### src/rtl/syn_fifo_pkg.sv
// syn_fifo_pkg: width helpers and configuration checks shared by the syn_fifo_param files.
package syn_fifo_pkg;

    function automatic int addr_w(input int depth);
        return $clog2(depth);
    endfunction

    function automatic int ptr_w(input int depth);
        return $clog2(depth) + 1;
    endfunction

    function automatic bit cfg_ok(input int depth, input int width, input int af, input int ae);
        return (width >= 1) && (depth >= 2) && ((depth & (depth - 1)) == 0) &&
               (af >= 1) && (af <= depth) && (ae >= 0) && (ae <= depth - 1);
    endfunction

endpackage

### src/rtl/syn_fifo_ptr.sv
// syn_fifo_ptr: wrap-bit pointer counter; the MSB toggles each pass through the array.
module syn_fifo_ptr #(
    parameter int pw = 4
) (
    input  logic          clk,
    input  logic          rst,
    input  logic          inc,
    output logic [pw-1:0] ptr
);

    always_ff @(posedge clk or posedge rst) begin
        if (rst) ptr <= '0;
        else if (inc) ptr <= ptr + pw'(1);
    end

endmodule

### src/rtl/syn_fifo_param.sv
// syn_fifo_param: parametrised single-clock FIFO with count, threshold and sticky error flags.
// SYN_FIFO_FWFT_EN selects first-word-fall-through reads instead of the registered read.
module syn_fifo_param
    import syn_fifo_pkg::*;
#(
    parameter int d_width   = 8,
    parameter int d_depth   = 8,
    parameter int af_thresh = d_depth - 2,
    parameter int ae_thresh = 2
) (
    input  logic                       clk,
    input  logic                       rst,
    input  logic [d_width-1:0]         w_data,
    input  logic                       w_en,
    input  logic                       r_en,
    input  logic                       err_clr,
    output logic [d_width-1:0]         r_data,
    output logic                       r_valid,
    output logic                       isEmpty,
    output logic                       isFull,
    output logic                       isAlmostFull,
    output logic                       isAlmostEmpty,
    output logic [$clog2(d_depth):0]   count,
    output logic                       overflow,
    output logic                       underflow
);

    localparam int aw = addr_w(d_depth);
    localparam int pw = ptr_w(d_depth);
    localparam logic [pw-1:0] af = pw'(af_thresh);
    localparam logic [pw-1:0] ae = pw'(ae_thresh);

    if (!cfg_ok(d_depth, d_width, af_thresh, ae_thresh)) begin : g_cfg_err
        $error("syn_fifo_param: invalid depth/width/threshold configuration");
    end

    logic [d_width-1:0] mem [d_depth];
    logic [pw-1:0]      w_ptr, r_ptr;
    logic               w_acc, r_acc;

    assign isEmpty       = w_ptr == r_ptr;
    assign isFull        = (w_ptr[aw-1:0] == r_ptr[aw-1:0]) && (w_ptr[aw] != r_ptr[aw]);
    assign count         = w_ptr - r_ptr;
    assign isAlmostFull  = count >= af;
    assign isAlmostEmpty = count <= ae;
    assign w_acc         = w_en && !isFull;
    assign r_acc         = r_en && !isEmpty;

    syn_fifo_ptr #(.pw(pw)) u_w_ptr (.clk(clk), .rst(rst), .inc(w_acc), .ptr(w_ptr));
    syn_fifo_ptr #(.pw(pw)) u_r_ptr (.clk(clk), .rst(rst), .inc(r_acc), .ptr(r_ptr));

    always_ff @(posedge clk) begin
        if (w_acc) mem[w_ptr[aw-1:0]] <= w_data;
    end

    // a new error in the same cycle as err_clr keeps the flag set
    always_ff @(posedge clk or posedge rst) begin
        if (rst) begin
            overflow  <= 1'b0;
            underflow <= 1'b0;
        end else begin
            overflow  <= (w_en && isFull) || (overflow && !err_clr);
            underflow <= (r_en && isEmpty) || (underflow && !err_clr);
        end
    end

`ifdef SYN_FIFO_FWFT_EN
    assign r_data  = mem[r_ptr[aw-1:0]];
    assign r_valid = !isEmpty;
`else
    always_ff @(posedge clk or posedge rst) begin
        if (rst) begin
            r_data  <= '0;
            r_valid <= 1'b0;
        end else begin
            r_valid <= r_acc;
            if (r_acc) r_data <= mem[r_ptr[aw-1:0]];
        end
    end
`endif

endmodule

### config.mk
export PLATFORM = sky130hd
export DESIGN_NAME = syn_fifo_param
export DESIGN_NICKNAME = d
export VERILOG_FILES = /design/src/rtl/syn_fifo_pkg.sv /design/src/rtl/syn_fifo_ptr.sv /design/src/rtl/syn_fifo_param.sv
export SDC_FILE = /design/constraint.sdc
export NUM_CORES = 1
export LEC_CHECK = 0
export BUFFER_PORTS_ARGS = -buffer_cell sky130_fd_sc_hd__buf_4
export CORE_ASPECT_RATIO = 1.1
export CORE_MARGIN = 1
export CORE_UTILIZATION = 52
export DETAILED_ROUTE_END_ITERATION = 12
export PLACE_DENSITY_LB_ADDON = 0.2
export SETUP_SLACK_MARGIN = 0.02
export SYNTH_ARGS = -nofsm -noshare
export SYNTH_HDL_FRONTEND = slang
export SYNTH_SLANG_ARGS = --single-unit
### constraint.sdc
create_clock -name clk -period 3.7 [get_ports clk]
set_input_delay 0.555 -clock clk [delete_from_list [all_inputs] [get_ports clk]]
set_output_delay 0.555 -clock clk [all_outputs]
set_load 0.03 [all_outputs]
---- After elaboration in Yosys (flattened, before gate mapping) ----
Memory sizes are Yosys's and may differ from the RTL's. A register that Yosys moved wholly into a read port is not among the register bits.
Cells that the tools add are included.
W data, S select, Z words.
storage, ports and cells
  flip-flop bits (word level) ............. 11
  RAM bits ................................ 64
  bits of input ports ..................... 13
  output and inout port bits .............. 19
  logic and storage cells ................. 28
  memories ................................ 1
operators by class
  add/subtract/negate cells ............... 3
  magnitude comparators ................... 2
  eq/ne operators ......................... 3
  multiplexer cells ....................... 2
  reductions and logical operators ........ 12
memory list
  name  depth  width  rd ports  clocked after memory_dff  wr ports  RTL line              text
  mem   8      8      1         1                         1         syn_fifo_param.sv:37  logic [d_width-1:0] mem [d_depth];
operators by type and width
  kind                   count
  $add A4 B1 Y4 const B  2
  $logic_and A1 B1 Y1    7
  $eq A4 B4 Y1           1
  $ge A4 B3 Y1 const B   1
  $le A4 B2 Y1 const B   1
  $sub A4 B4 Y4          1
  $eq A3 B3 Y1           1
  $logic_not A1 Y1       3
  $logic_or A1 B1 Y1     2
  $mux W1                2
  $ne A1 B1 Y1           1

---- Longest topological paths before layout ----
Gate-level depths: netlist of run 1.
  word-level depth ........................ 6
  gate-level depth with buffers ........... 8
  gate-level depth less buffers ........... 7

---- Modules after synthesis ----
From an unflattened synthesis of run 1, not the netlist that was laid out.
second synthesis, totals
  cells, all modules ...................... 221
  area, all modules ....................... 3423.3 µm²
by module, submodules not included
  module          times used  cells an instance  area each (µm²)  sequential area each (µm²)
  syn_fifo_param  1           197                3095.5           2197.1
  syn_fifo_ptr    2           12                 163.9            100.1

---- Worst setup path before layout of run 1 ----
OpenSTA, ideal clock, no wires.
  path kind ............................... reg2out
  from .................................... reg u_w_ptr.ptr[0]
  to ...................................... out isAlmostFull
  data arrival time ....................... 2.147 ns
  data required time ...................... 3.145 ns
  slack ................................... 0.998 ns
  cell stages (with the launch flop) ...... 7
  path buffers ............................ 0
  path through ............................ dfrtp_1 inv_1 ha_1 fa_1 xnor2_1 nand2_1 o21ai_0
on the way
  word-level cells in the longest chain between the ends .. 2
ends and longest elaborated chain
  what                    RTL line              text
  from (decl)             syn_fifo_ptr.sv:8     output logic [pw-1:0] ptr
  from (signal assigned)  syn_fifo_ptr.sv:13    else if (inc) ptr <= ptr + pw'(1);
  $sub A4 B4 Y4           syn_fifo_param.sv:43  assign count = w_ptr - r_ptr;
  named net count[2]      syn_fifo_param.sv:23  output logic [$clog2(d_depth):0] count,
  $ge A4 B3 Y1            syn_fifo_param.sv:44  assign isAlmostFull = count >= af;
  to (decl)               syn_fifo_param.sv:21  output logic isAlmostFull,
The timed path passes the listed nets, and every way through them passes these cells.

---- Worst setup path after layout of run 1 ----
  from .................................... reg u_r_ptr.ptr[1]
  to ...................................... out isAlmostFull
on the way
  word-level cells in the longest chain between the ends .. 2
ends and longest elaborated chain
  what                    RTL line
  from (decl)             syn_fifo_ptr.sv:8
  from (signal assigned)  syn_fifo_ptr.sv:13
  $sub A4 B4 Y4           syn_fifo_param.sv:43
  $ge A4 B3 Y1            syn_fifo_param.sv:44
Every way passes these cells.

==> key figures, run 1 <==
Place
  – PortBufs: 31
  – Detailed-placement wirelength estimate: 4.06 mm
  – GP Congestion: 0.792
  – Placed Area: 0.00375 sq mm

Timing
  – Post-route clock period utilization: 75.2%
  – Max Fclk: 360 MHz
  – Worst-Margin Slew: 1180 ps
  – Final-report setup violation count: 0
  – Final hold violations: 0
  – Worst relative slew slack: 20.9%
  – RSZ-0062 raised after global routing: false
  – Clk_skew: 7.50 ps
  – Total negative slack: 0 ps
  – Max-slew violation count: 0
  – Min cycle time layout: 2780 ps

Synthesis
  – Asr flop ratio synth: 22.9%
  – Library cells used by synthesis: 34
  – Dominant cells by area after synthesis: edfxtp_1 (56%), dfrtp_1 (14%), mux2_2 (5.3%)
  – Post-Synthesis Net Count: 240
  – Count leader, synth: edfxtp_1
  – Number of synthesized register bits: 83
  – Mean Syn Cell Area: 15.5 sq um
  – Post-synth top area share: 56.2%
  – Synthesized instance count: 221
  – Synth cell count leaders: edfxtp_1 (64), dfrtp_1 (19), nand2_1 (17), mux2_2 (16), mux2i_1 (16)
  – Main synth FF type: edfxtp_1
  – Syn. warnings: 0
  – Area leader, netlist: edfxtp_1
  – Sequential fraction of the synthesis area: 70.1%
  – Post-synthesis cell area: 0.00342 sq mm
  – Post-synth EDFFs: 64

Detailed routing
  – Final WL: 6.07 mm
  – Via count: 1895
  – First-pass iteration count of the detailed router: 4
  – ANT nets after route: 0
  – Vias per cell: 5.48
  – Residual DRC: 0
  – Iteration-0 DRC count of the detailed router: 122
  – Wirelength per Cell: 17.5 um

Layout
  – P&R area growth vs syn: 16.6%
  – Layout Cell Area excl Fill: 0.00399 sq mm
  – Fillers: 473
  – Antenna Cells: 0
  – Core Util, Final: 63.6%
  – Ratio of cells with drive above 1 in the final layout: 27.8%
  – Final nets: 280

Die
  – CORE AREA: 0.00627 sq mm
  – Row cnt: 30
  – Die Y: 87.1 um
  – IO Pins: 32
  – Die area: 0.00691 sq mm
  – Initial Utilization: 54.6%
  – Die W: 79.3 um

Power
  – Logic gate share of total power: 44.1%
  – Clock power share: 20.3%
  – P_int: 2.32 mW
  – Psw: 1.48 mW
  – Sw Ratio: 39.0%
  – PD cells: 953 mW/mm^2
  – Worst vdd ir: 0.000675 V
  – Leakage power total: 1.52 nW
  – Sequential share of power: 35.6%

Clock network
  – PostCTS Resize Cnt: 0
  – H-tree depth: 3
  – Postcts setup bufs: 0
  – Clock Pin Slew Worst Setup and Hold Paths: 80 ps
  – Clk buf depth: 2
  – Clk root buf: clkbuf_8
  – CTS tree: built
  – Cts bufs inserted: 9
  – # clock sinks: 83
  – Hold Buf Count CTS: 0
  – Clk_lat worst skew: 350 ps

Setup path
  – Crit start category: flip-flop
  – Critical Path Fanout Max: 7
  – Setup Crit Path Kind: flip-flop to output pin
  – Worst Path Arrival: 2230 ps
  – CP endpoint kind: output pin
  – Critical path data required time: 3140 ps

GRT
  – Initial antenna violation count: 0
  – GRT Total Usage: 19.6%
  – Met2 usage: 30.1%
  – Pin count of the biggest net entering global routing: 36
  – Vias in the first global route: 1839
  – First-pass GRT wire length: 9.55 mm
  – Gr busiest metal: met2
  – M3 GR Usage: 5.45%
  – Met1 GRT Util: 26.8%
  – Total gr overflow: 0

Job
  – Max Cap Viol: 0

Hold path
  – Hold Path Class: input port to async pin

Run status
  – Status: completed
==> logic make-up after synthesis <==
logic type | synth area share, %
adders and majority gates | 2.41
and+or+nand+nor | 4.83
DFF | 70.1
muxes | 10.4
buffers and inverters | 2.63
xor gates and xnor gates | 2.52
AOI/OAI and AO/OA | 7.17
==> cell type report <==
cell class                 instances  area (sq um)  share of cell area [%]
inverter                          12          47.5                    1.19
multi-input combinational        119           935                    23.4
tap                               80           100                    2.51
sequential                        83          2400                    60.1
clock inverter                     7           115                    2.89
clock buffer                       9           124                    3.11
timing repair buffer              36           270                    6.78
==> worst paths after layout <==
| path | from | to | slack [ps] | depth (start not counted) |
|---|---|---|---|---|
| worst max register to register | u_r_ptr.ptr[1] | mem[2][0] | 980 | 5 |
| worst min register to register | r_data[7] | r_data[7] | 490 | 2 |
| min in group clk | err_clr | overflow | 390 | 2 |
| worst min-delay path | rst | r_data[6] | 330 | 2 |
| worst max-delay path | u_r_ptr.ptr[1] | isAlmostFull | 920 | 7 |
| max in group asynchronous | rst | u_w_ptr.ptr[0] | 2890 | 2 |
==> flip-flops by register name, summed over array words and instances, names as in the netlist <==
signal	flops
u_r_ptr.ptr	4
overflow	1
r_data	8
u_w_ptr.ptr	4
underflow	1
mem	64
r_valid	1
==> worst max-delay path, stage by stage (launching register included) <==
cell and delay, ps:
dfrtp_1 500, inv_1 120, ha_1 330, nor2b_1 140
o21ai_0 240, a21oi_1 150, o21ai_0 210, buf_4 190
==> power by group through the flow <==
stage / clock (mW) / combinational [mW] / sequential, mW
6_report: 0.770 / 1.68 / 1.35
3_5_place_dp: 0 / 1.68 / 1.38
5_1_grt: 0.821 / 1.82 / 1.38
3_3_place_gp: 0 / 1.67 / 1.36
2_1_floorplan: 0 / 1.10 / 1.45
4_1_cts: 0.783 / 1.69 / 1.36
==> routing by layer <==
layer | part of all wire [%] | wire, um
met5 | 0 | 0
met4 | 1.2 | 71
met3 | 3.4 | 206
met2 | 48 | 2940
met1 | 47 | 2850
==> per-stage QoR <==
step / hold WS, ps / setup slack, ps / std cells / total power, mW
2_1_floorplan: 506 / 998 / 221 / 2.56
3_3_place_gp: 467 / 1080 / 330 / 3.03
3_5_place_dp: 476 / 934 / 330 / 3.06
4_1_cts: 356 / 925 / 346 / 3.83
5_1_grt: 392 / 731 / 346 / 4.02
6_report: 330 / 919 / 346 / 3.80
==> layout by cell type, fill, tap and decap left out, types with 2 or more instances in the layout <==
| cell | n |
|---|---|
| a22oi_1 | 8 |
| buf_4 | 36 |
| bufinv_16 | 3 |
| ha_1 | 5 |
| mux2i_1 | 16 |
| o21ai_0 | 5 |
| mux2_2 | 16 |
| dfrtp_1 | 19 |
| o21ai_1 | 8 |
| inv_1 | 11 |
| nor3_1 | 4 |
| nor2_1 | 7 |
| nand2_1 | 17 |
| xor2_1 | 2 |
| edfxtp_1 | 64 |
| clkbuf_8 | 9 |
| xnor2_1 | 6 |
| nor2b_1 | 2 |
| a21oi_1 | 2 |
| o221ai_1 | 8 |
No activity file was read; power rests on OpenSTA's default activity.
==> inputs of run 2 (changes only) <==
==> constraint.sdc (replaced) <==
create_clock -name clk -period 2.6 [get_ports clk]
set_input_delay 0.39 -clock clk [delete_from_list [all_inputs] [get_ports clk]]
set_output_delay 0.39 -clock clk [all_outputs]
set_load 0.03 [all_outputs]
==> key figures, run 2 (synthesized netlist as in run 1, its figures left out) <==
Place
  – PortBufs: 31 (unchanged)
  – GP Congestion: 0.736 (-7.1%)
  – Detailed-placement wirelength estimate: 4.01 mm (-1.2%)
  – Post-Place Worst Slack: 409 ps (-525 ps)
  – Placed Area: 0.00376 sq mm (+0.40%)

GRT
  – First-pass GRT wire length: 9.72 mm (+1.7%)
  – Vias in the first global route: 1855 (+0.87%)
  – Initial antenna violation count: 0 (unchanged)
  – Total gr overflow: 0 (unchanged)
  – GRT Total Usage: 20.0% (+0.42 points)
  – Pin count of the biggest net entering global routing: 36 (unchanged)

Clock network
  – Clock Pin Slew Worst Setup and Hold Paths: 90 ps (about the same)
  – Clk root buf: clkbuf_8
  – Hold Buf Count CTS: 0 (unchanged)
  – Clk buf depth: 2 (unchanged)
  – H-tree depth: 3 (unchanged)
  – # clock sinks: 83 (unchanged)
  – CTS tree: built
  – Clk_lat worst skew: 350 ps (about the same)
  – Cts bufs inserted: 9 (unchanged)

Setup path
  – Number of cells on the worst reg-to-reg path: 5 (unchanged)
  – Crit start category: flip-flop
  – CP endpoint kind: output pin
  – Slowest stage delay, CP: 430 ps (-70 ps)
  – Setup Crit Path Kind: flip-flop to output pin
  – Critical path's top delay family: adder cells
  – Worst Path Arrival: 2040 ps (-190 ps)
  – R2R Path End: mem[3][1]
  – R2r startpoint: u_r_ptr.ptr[2]
  – Critical path data required time: 2210 ps (-930 ps)
  – Critical Path Fanout Max: 7 (unchanged)
  – Cells along the critical path: inv_1, ha_1, fa_1, xnor2_2, a21oi_1, o21a_1, buf_4
  – Worst R2R Setup Slack: 350 ps (-630 ps)
  – Slowest-stage cell, CP: fa_1
  – WP buf/inv: 2 (unchanged)

Timing
  – Final-report setup violation count: 0 (unchanged)
  – Max-slew violation count: 0 (unchanged)
  – Worst-Margin Slew: 767 ps (-410 ps)
  – Worst hold margin: 163 ps (-167 ps)
  – Min cycle time layout: 2430 ps
  – Final hold violations: 0 (unchanged)
  – RSZ-0062 raised after global routing: false
  – Total negative slack: 0 ps (unchanged)
  – Worst setup margin: 165 ps (-754 ps)
  – Post-route clock period utilization: 93.7%
  – Clk_skew: 13.0 ps (+5.50 ps)
  – Worst relative slew slack: 48.7% (+28 points)
  – Max Fclk: 411 MHz

Layout
  – Layout Cell Area excl Fill: 0.00398 sq mm (-0.22%)
  – Ratio of cells with drive above 1 in the final layout: 29.7% (+1.9 points)
  – P&R area growth vs syn: 16.3%
  – Final nets: 283 (+1.1%)
  – Antenna Cells: 0 (unchanged)
  – Most frequent cells in the layout: edfxtp_1 (64), buf_4 (39), nand2_1 (17), dfrtp_1 (17)
  – Fillers: 452 (-4.4%)
  – Max reg flops: 64 (unchanged)
  – Commonest non-fill, non-tap cell in the layout: edfxtp_1
  – Core Util, Final: 63.5% (-0.14 points)

Detailed routing
  – First-pass iteration count of the detailed router: 4 (unchanged)
  – Wirelength per Cell: 17.4 um (-0.68%)
  – ANT nets after route: 0 (unchanged)
  – Final WL: 6.08 mm (+0.18%)
  – Iteration-0 DRC count of the detailed router: 142 (+16%)
  – Via count: 1887 (-0.42%)
  – Vias per cell: 5.41 (-1.3%)
  – Residual DRC: 0 (unchanged)

Die
  – IO Pins: 32 (unchanged)
  – Die Y: 87.1 um (unchanged)
  – CORE AREA: 0.00627 sq mm (unchanged)
  – Die W: 79.3 um (unchanged)
  – Die area: 0.00691 sq mm (unchanged)
  – Row cnt: 30 (unchanged)
  – Initial Utilization: 54.6% (unchanged)

Power
  – Worst vdd ir: 0.000778 V (+15%)
  – Leakage power total: 1.51 nW (-0.62%)
  – PD cells: 1330 mW/mm^2 (+40%)

Run status
  – Status: completed

Job
  – Max Cap Viol: 0 (unchanged)

Hold path
  – Hold Path Class: input port to async pin
run 2: cell count changes in the layout (fill, tap and decap cells not counted), moves of 2 or more:
cell        delta
bufinv_16      -2
buf_4          +3
dfrtp_2        +2
dfrtp_1        -2
clkinvlp_4     +2
run 2: cell type report:
type	count	area (sq um)	area share, %
Sequential cell	83	2400	60.3
Multi-Input combinational cell	119	942	23.7
Timing Repair Buffer	39	293	7.36
Clock buffer	9	124	3.11
Tap cell	80	100	2.51
Clock inverter	7	73.8	1.85
Inverter	12	47.5	1.19
run 2: where the power goes:
part	internal [mW]	switching [mW]
combinational	0.970	1.50
clock	0.447	0.467
sequential	1.75	0.175
total	3.16	2.14
run 2: per-layer routing:
metal / vias up / part of all wire, % / wire length [um] / global-route usage (%)
li1: 913 / - / - / -
met1: 921 / 46 / 2810 / 28.0
met2: 45 / 48 / 2940 / 30.5
met3: 8 / 4.1 / 247 / 4.82
met4: 0 / 1.4 / 85 / 8.10
met5: - / 0 / 0 / 0
run 2: how the worst max path moves through the flow:
stage	start	to	cells past startpoint
finish	u_w_ptr.ptr[0]	isAlmostEmpty	7
global route	u_w_ptr.ptr[0]	isAlmostEmpty	7
CTS	u_r_ptr.ptr[1]	isAlmostEmpty	7
detailed placement	u_r_ptr.ptr[1]	mem[3][3]	5
global placement	u_r_ptr.ptr[1]	mem[3][5]	5
floorplan	u_w_ptr.ptr[0]	isAlmostFull	6
run 2: timing repair:
action / 4_1_cts / 5_1_grt
setup buffers: 0 / 1
resized for setup: 0 / 3
setup endpoints to repair: 0 / 3
run 2: metrics by stage:
step | instances | total power, mW
6_report | 349 | 5.31
4_1_cts | 348 | 5.31
3_3_place_gp | 332 | 4.32
3_5_place_dp | 332 | 4.38
2_1_floorplan | 221 | 3.64
5_1_grt | 349 | 5.63
==> inputs of run 3 (changes only) <==
--- a/config.mk
+++ b/config.mk
@@ -6,7 +6,6 @@
 export NUM_CORES = 1
 export LEC_CHECK = 0
 export BUFFER_PORTS_ARGS = -buffer_cell sky130_fd_sc_hd__buf_4
-export CORE_ASPECT_RATIO = 1.1
 export CORE_MARGIN = 1
 export CORE_UTILIZATION = 52
 export DETAILED_ROUTE_END_ITERATION = 12
==> key figures, run 3 (synthesized netlist as in run 1, its figures left out) <==
Run status
  – Status: completed

Layout
  – Commonest non-fill, non-tap cell in the layout: edfxtp_1
  – Final nets: 282 (-0.35%)
  – P&R area growth vs syn: 15.9%
  – Most frequent cells in the layout: edfxtp_1 (64), buf_4 (38), nand2_1 (17), dfrtp_1 (17)
  – Max reg flops: 64 (unchanged)
  – Ratio of cells with drive above 1 in the final layout: 29.1% (-0.64 points)
  – Antenna Cells: 0 (unchanged)

Setup path
  – Critical Path Fanout Max: 7 (unchanged)
  – Setup Crit Path Kind: flip-flop to output pin
  – Cells along the critical path: inv_1, ha_1, fa_1, xnor2_2, a21oi_1, o21a_1, buf_4
  – Crit start category: flip-flop
  – WP buf/inv: 2 (unchanged)
  – Critical path's top delay family: adder cells
  – Slowest stage delay, CP: 430 ps (about the same)
  – Worst Path Arrival: 2050 ps (about the same)
  – CP endpoint kind: output pin
  – Slowest-stage cell, CP: dfrtp_2
  – Critical path data required time: 2210 ps (about the same)

Clock network
  – Clock Pin Slew Worst Setup and Hold Paths: 80 ps (about the same)
  – H-tree depth: 3 (unchanged)
  – Hold Buf Count CTS: 0 (unchanged)
  – Cts bufs inserted: 9 (unchanged)
  – Clk buf depth: 2 (unchanged)
  – Clk root buf: clkbuf_8
  – Clk_lat worst skew: 340 ps (about the same)
  – # clock sinks: 83 (unchanged)
  – CTS tree: built

GRT
  – Total gr overflow: 0 (unchanged)
  – GRT Total Usage: 19.0% (-1.0 points)
  – Vias in the first global route: 1821 (-1.8%)
  – First-pass GRT wire length: 9.54 mm (-1.9%)
  – Initial antenna violation count: 0 (unchanged)
  – Pin count of the biggest net entering global routing: 36 (unchanged)

Timing
  – Worst hold margin: 171 ps (+8.29 ps)
  – Final-report setup violation count: 0 (unchanged)
  – Worst-Margin Slew: 734 ps (-32.8 ps)
  – Final hold violations: 0 (unchanged)
  – Post-route clock period utilization: 93.8% (+0.11 points)
  – Worst setup margin: 162 ps (-2.75 ps)
  – RSZ-0062 raised after global routing: false
  – Max Fclk: 410 MHz (-0.11%)
  – Min cycle time layout: 2440 ps (+2.75 ps)
  – Max-slew violation count: 0 (unchanged)
  – Total negative slack: 0 ps (unchanged)
  – Clk_skew: 8.04 ps (-4.97 ps)
  – Worst relative slew slack: 51.0% (+2.3 points)

Power
  – Leakage power total: 1.52 nW (+0.11%)
  – PD cells: 1330 mW/mm^2 (-0.13%)
  – Worst vdd ir: 0.000917 V (+18%)

Detailed routing
  – First-pass iteration count of the detailed router: 4 (unchanged)
  – Residual DRC: 0 (unchanged)
  – ANT nets after route: 0 (unchanged)
  – Via count: 1901 (+0.74%)
  – Vias per cell: 5.51 (+1.9%)
  – Iteration-0 DRC count of the detailed router: 49 (-65%)
  – Final WL: 6.17 mm (+1.5%)
  – Wirelength per Cell: 17.9 um (+2.7%)

Die
  – IO Pins: 32 (unchanged)
  – Die W: 83.1 um (+4.8%)
  – Die Y: 83.1 um (-4.5%)
  – Die area: 0.00691 sq mm (about the same)
  – Row cnt: 29 (-3.3%)
  – CORE AREA: 0.00635 sq mm (+1.3%)
  – Initial Utilization: 53.9% (-0.70 points)

Place
  – Detailed-placement wirelength estimate: 4.07 mm (+1.4%)
  – GP Congestion: 0.767 (+4.3%)
  – PortBufs: 31 (unchanged)
  – Post-Place Worst Slack: 448 ps (+38.7 ps)

Hold path
  – Hold Path Class: input port to async pin

Job
  – Max Cap Viol: 0 (unchanged)
[run 3: cell types whose count changed in the layout (fill, tap and decap cells not counted)]
cell / delta
buf_4: -1
clkbuf_1: +2
clkbuf_8: +1
clkinv_1: -1
clkinv_2: +1
clkinv_4: +1
clkinvlp_4: -2
inv_6: -2
[run 3: path summary, 6_finish.rpt]
check	slack, ps	cells after the start	end	from
worst max register to register	430	5	mem[6][6]	u_r_ptr.ptr[2]
worst min-delay path	170	2	r_data[6]	rst
worst min register to register	490	2	r_data[1]	r_data[1]
worst max-delay path	160	7	isAlmostEmpty	u_w_ptr.ptr[0]
max in group asynchronous	1910	2	u_w_ptr.ptr[0]	rst
min in group clk	240	2	overflow	err_clr
[run 3: worst reg2reg max path, delay by kind of cell (launching register included)]
kind | cells | cell delay, ps
AOI/OAI and AO/OA | 1 | 170
adders and majority gates | 1 | 360
buffers and inverters | 1 | 80
DFF | 1 | 480
and+or+nand+nor | 2 | 710
[run 3: where the power goes]
group / total (mW) / switching (mW) / internal [mW]
Sequential: 1.93 / 0.181 / 1.75
Combinational: 2.45 / 1.49 / 0.959
Clock: 0.905 / 0.434 / 0.471
Total: 5.28 / 2.11 / 3.18
[run 3: metrics by stage]
step | power [mW] | instances | instance area, sq um | util [%]
final | 5.28 | 345 | 3970 | 62.5
after global routing | 5.60 | 345 | 3970 | 62.5
after CTS | 5.29 | 345 | 3960 | 62.3
after detailed placement | 4.39 | 329 | 3760 | 59.2
after global placement | 4.34 | 329 | 3760 | 59.2
after floorplan | 3.64 | 221 | 3420 | -
[run 3: layout make-up]
class                           count  area (sq um)
Sequential cell                    83          2400
Fill cell                         476          2380
Multi-Input combinational cell    119           942
Timing Repair Buffer               38           285
Clock buffer                       12           145
Tap cell                           77          96.3
Clock inverter                      4          51.3
Inverter                           12          47.5
[run 3: layer usage]
metal / track usage (%) / vias up / part of all wire [%]
li1: - / 918 / -
met1: 26.8 / 936 / 46
met2: 29.3 / 41 / 49
met3: 3.58 / 6 / 4.2
met4: 8.15 / 0 / 1.2
met5: 0 / - / 0
[run 3: repair_timing]
action | in CTS | in global routing
setup endpoints to repair | 0 | 2
setup buffers | 0 | 0
gates resized for setup | 0 | 3
